**src/rtl/c3po_packer.sv**
```systemverilog
// c3po_packer: packs 32-byte narrow beats into BEATS_P*32-byte wide words for the c3po ingress bus.
module c3po_packer #(
    parameter int BEATS_P    = 5,
    parameter int CNT_SIZE_P = 8
) (
    input  logic                    clk,
    input  logic                    reset_L,
    input  logic                    i_val,
    input  logic                    i_sop,
    input  logic                    i_eop,
    input  logic [7:0]              i_vbc,
    input  logic [255:0]            i_data,
    output logic                    i_ready,
    output logic                    o_val,
    output logic                    o_sop,
    output logic                    o_eop,
    output logic [7:0]              o_vbc,
    output logic [BEATS_P*256-1:0]  o_data,
    input  logic                    o_ready,
    output logic                    error,
    output logic                    idle,
    output logic [CNT_SIZE_P-1:0]   words_sent,
    output logic [CNT_SIZE_P-1:0]   err_cnt
);
    localparam int IDX_W = $clog2(BEATS_P + 1);
    typedef enum logic [1:0] {IDLE, ACCUM, HOLD} state_t;
    state_t                  r_state, w_next;
    logic [IDX_W-1:0]        r_idx, w_k;
    logic [7:0]              r_cnt;
    logic [BEATS_P*256-1:0]  r_acc, w_acc;
    logic [255:0]            w_beat;
    logic                    r_sop, r_eop, r_in_pkt, r_err;
    logic [CNT_SIZE_P-1:0]   r_words, r_errs;
    logic                    w_take, w_drop, w_restart, w_short, w_viol, w_store, w_done, w_pop;
    assign i_ready    = r_state != HOLD;
    assign w_take     = i_val & i_ready;
    assign w_drop     = (~i_sop & ~r_in_pkt) | (i_vbc == 8'd0) | (i_vbc > 8'd32);
    assign w_restart  = i_sop & r_in_pkt;
    assign w_short    = ~i_eop & (i_vbc < 8'd32);
    assign w_viol     = w_take & (w_drop | w_restart | w_short);
    assign w_store    = w_take & ~w_drop;
    assign w_k        = w_restart ? '0 : r_idx;
    assign w_done     = i_eop | (w_k == IDX_W'(BEATS_P - 1));
    assign w_pop      = (r_state == HOLD) & o_ready;
    assign o_val      = r_state == HOLD;
    assign o_sop      = r_sop;
    assign o_eop      = r_eop;
    assign o_vbc      = r_cnt;
    assign o_data     = r_acc;
    assign error      = r_err;
    assign idle       = (r_state == IDLE) & ~r_in_pkt;
    assign words_sent = r_words;
    assign err_cnt    = r_errs;
    // A restarting sop beat throws away the partial word and lands in slot 0.
    always_comb begin
        w_beat = '0;
        for (int b = 0; b < 32; b++)
            w_beat[8*b +: 8] = (8'(b) < i_vbc) ? i_data[8*b +: 8] : 8'h00;
        w_acc = w_restart ? '0 : r_acc;
        w_acc[w_k*256 +: 256] = w_beat;
    end
    always_comb begin
        w_next = r_state;
        if (w_pop)
            w_next = IDLE;
        else if (w_store)
            w_next = w_done ? HOLD : ACCUM;
    end
    always_ff @(posedge clk or posedge reset_L) begin
        if (reset_L)
            r_state <= IDLE;
        else
            r_state <= w_next;
    end
    always_ff @(posedge clk or posedge reset_L) begin
        if (reset_L) begin
            r_acc    <= '0;
            r_cnt    <= '0;
            r_idx    <= '0;
            r_sop    <= 1'b0;
            r_eop    <= 1'b0;
            r_in_pkt <= 1'b0;
            r_err    <= 1'b0;
            r_words  <= '0;
            r_errs   <= '0;
        end else begin
            r_err <= w_viol;
            if (w_viol & ~&r_errs)
                r_errs <= r_errs + CNT_SIZE_P'(1);
            if (w_pop) begin
                r_acc   <= '0;
                r_cnt   <= '0;
                r_idx   <= '0;
                r_sop   <= 1'b0;
                r_eop   <= 1'b0;
                r_words <= r_words + CNT_SIZE_P'(1);
            end else if (w_store) begin
                // Short non-final beats still occupy a full 32-byte slot.
                r_acc    <= w_acc;
                r_cnt    <= (w_restart ? 8'd0 : r_cnt) + (i_eop ? i_vbc : 8'd32);
                r_idx    <= w_k + IDX_W'(1);
                r_eop    <= i_eop;
                r_in_pkt <= ~i_eop;
                if (w_k == '0)
                    r_sop <= i_sop;
            end
        end
    end
endmodule

```
**config.mk**
```make
export PLATFORM = sky130hd
export DESIGN_NAME = c3po_packer
export DESIGN_NICKNAME = d
export VERILOG_FILES = /design/src/rtl/c3po_packer.sv
export SDC_FILE = /design/constraint.sdc
export NUM_CORES = 2
export LEC_CHECK = 0
export CAP_MARGIN = 25
export CORE_AREA = 2 2 608 610
export DETAILED_ROUTE_END_ITERATION = 16
export DIE_AREA = 0 0 610 612
export PLACE_DENSITY = 0.41
export SLEW_MARGIN = 15
export SYNTH_ARGS = -nofsm -noshare
export SYNTH_HDL_FRONTEND = slang
export SYNTH_SLANG_ARGS = --single-unit
```
**constraint.sdc**
```tcl
create_clock -name clk -period 52.6 [get_ports clk]
set_input_delay 10.52 -clock clk [delete_from_list [all_inputs] [get_ports clk]]
set_output_delay 10.52 -clock clk [all_outputs]
set_load 0.01 [all_outputs]
```
==> results.ini <==
[status]
run_status = finished clean

[worst_setup_path]
crit_fanout = 88
crit_required_ns = 53.30
crit_type = primary input to register
cp-start-kind = primary input
endpoint_kind = register
arrival_ns = 16.58

[placement]
dp_cells = 11207
dp_hpwl_mm = 265
place_congestion = 0.908
pre_cts_ws_ns = 35.98
port_buffers = 1579

[clock_network]
clock-sinks = 1313
clk_latency_ns = 0.86
post_cts_resized = 0
clockRootBuffer = clkbuf_16
cts_buffers = 169
clk_pin_slew_worst_paths_ns = 0.06
holdBufCountCts = 0
cts_buffer_depth = 4
htreeDepth = 4
cts_tree = done
post_cts_buffers = 0

[timing]
worst_slew_pin_slew_ns = 1.20
drv_slew = 0
rsz0062_at_grt = no
hold_viol_final = 0
fin_worst_skew_ns = 0.0635
fin_crit_sh_pct = 30.2
setup_viol = 0
hold_slack_ns = 0.472
max_slew_margin_pct = 20.2
worst_slack_ns = 36.72
fin_crit_ns = 15.88
tns_ns = 0
max_freq_ghz = 0.0630

[global_routing]
antenna_found_initial = 52
grtUsageTotal_pct = 17.7
gr-total-overflow = 0
grt_max_degree = 157
grt_pass1_wl_mm = 457
first_global_vias = 48557

[synth]
synthFlopType = dfrtp_1
synth.area.top_cells = dfrtp_1, nand2_1, o31ai_1
synth_area_leader_cell = dfrtp_1
synth-edff-count = 0
yosysWarnings = 0
avgSynthCellArea_um2 = 10.4
synth.top_cell.area_share_pct = 61.1
seq_area_frac_synth_pct = 61.1
postSynth.asyncResetShare_pct = 100
synth_nets = 5476
yosysUniqueCellTypes = 58
syn-cell-area_um2 = 53800
synthesis.instances = 5192
yosys_register_bits = 1313

[route]
viasPerCell = 4.33
totalWireLength_mm = 346
wl_met1_mm = 140
vias = 49937
first_pass_iters = 6
drtIter0Drc = 4409
wl_per_cell_um = 30.0
drtAntennaViolNets = 0
met2WireLength_mm = 169
wl_met3_mm = 22.6
drc = 0
top_layer = met4

[floorplan]
io_pins = 1580
fp.dieH_um = 612
die_area_um2 = 373000
core_um2 = 367000
row_count = 223
die_w_um = 610
start_util_pct = 14.6

[layout]
multi_input_area_um2 = 18800
fill_cells = 39971
final-seq-area_um2 = 32900
drive_above_1_share_pct = 11.0
stdcell_count = 11525
mostFrequentLayoutCells = clkdlybuf4s50_1, dfrtp_1, nand2_1
area_growth_syn_to_layout_pct = 49.3
finalNetCount = 6828
final_common_cell = clkdlybuf4s50_1

[power_and_ir_drop]
ir_worst_vdd_uv = 43.2
p_leak_nw = 32.5
powerDensity_nw_per_um2 = 39.5

[worst_hold_path]
hold_class = register to register

[run]
max-cap-violations = 0

[stage by stage]
step                util, %  area [um^2]  power [mW]
CTS                    21.8        80200        3.21
floorplan                 -        53800        1.50
global placement       20.3        74500        1.97
global route           21.9        80300        3.29
detailed placement     20.3        74500        1.98
finish                 21.9        80300        3.17
[logic make-up after synthesis]
family | Yosys count | synth area share, %
AO/OA/AOI/OAI | 1355 | 17.7
XOR/XNOR | 17 | 0.277
adder cells (fa/ha/maj) | 14 | 0.340
buffers and inverters | 534 | 4.35
flip-flops | 1313 | 61.1
multiplexers | 2 | 0.0395
AND/OR/NAND/NOR | 1957 | 16.2
[synthesized netlist by cell type, drive strengths merged (3+ instances only)]
| master | count |
|---|---|
| dfrtp | 1313 |
| nand2 | 1167 |
| o21ai | 418 |
| o31ai | 418 |
| nor3 | 314 |
| a31o | 305 |
| clkbuf | 299 |
| buf | 222 |
| nand4 | 201 |
| nand3 | 181 |
| a22o | 96 |
| a21oi | 74 |
| and2 | 29 |
| nor2 | 17 |
| ha | 13 |
| inv | 13 |
| or3 | 13 |
| and3 | 9 |
| o2bb2ai | 9 |
| xnor2 | 9 |
| xor2 | 8 |
| a41oi | 5 |
| and4 | 4 |
| nand2b | 4 |
| nor2b | 4 |
| o21bai | 4 |
| or2 | 4 |
| a211oi | 3 |
| a21o | 3 |
| nor4 | 3 |
| or4 | 3 |
[sequential cells by signal, summed over array words and instances (netlist names)]
name,count
words_sent,8
r_idx,3
err_cnt,8
o_data,1280
o_sop,1
error,1
o_eop,1
r_state,2
o_vbc,8
r_in_pkt,1
[critical path: stages]
cell and delay [ns]:
clkdlybuf4s50_1 0.57, nand2_1 0.46, nand2_1 0.27, ha_1 0.21, ha_1 0.33, or2_2 0.21
o31ai_1 0.12, a41oi_4 0.27, buf_4 0.70, buf_4 0.74, buf_4 0.74, buf_4 0.86
nand2_1 0.14, o31ai_1 0.11
[worst paths after layout]
kind | start | endpoint | slack (ns) | cells past startpoint
worst max register to register | r_in_pkt | o_data[1263] | 46.49 | 13
worst min-delay path | o_data[607] | o_data[607] | 0.47 | 2
min in group asynchronous | reset_L | o_data[390] | 10.11 | 2
worst max-delay path | i_sop | o_data[1263] | 36.72 | 14
max in group asynchronous | reset_L | o_data[570] | 37.63 | 8
worst min register to register | o_data[607] | o_data[607] | 0.47 | 2
[power by group]
group          switching [mW]  internal (mW)
combinational           0.520          0.262
clock                   0.504          0.716
sequential             0.0645           1.10
[cell type report]
class                      count  share of cell area (%)
antenna                       20                  0.0623
clock buffer                 237                    5.95
clock inverter                58                    1.12
inverter                      13                  0.0701
multi-input combinational   3345                    23.4
sequential                  1313                    40.9
tap                         4837                    7.54
timing repair buffer        1702                    21.0
[layer usage]
layer  global-route usage, %  vias to the layer above
met5                       0                        -
met4                    6.61                        0
met3                    3.78                      513
met2                    30.2                     2158
met1                    21.7                    25910
li1                        -                    21356
No activity file was read; power rests on OpenSTA's default activity.
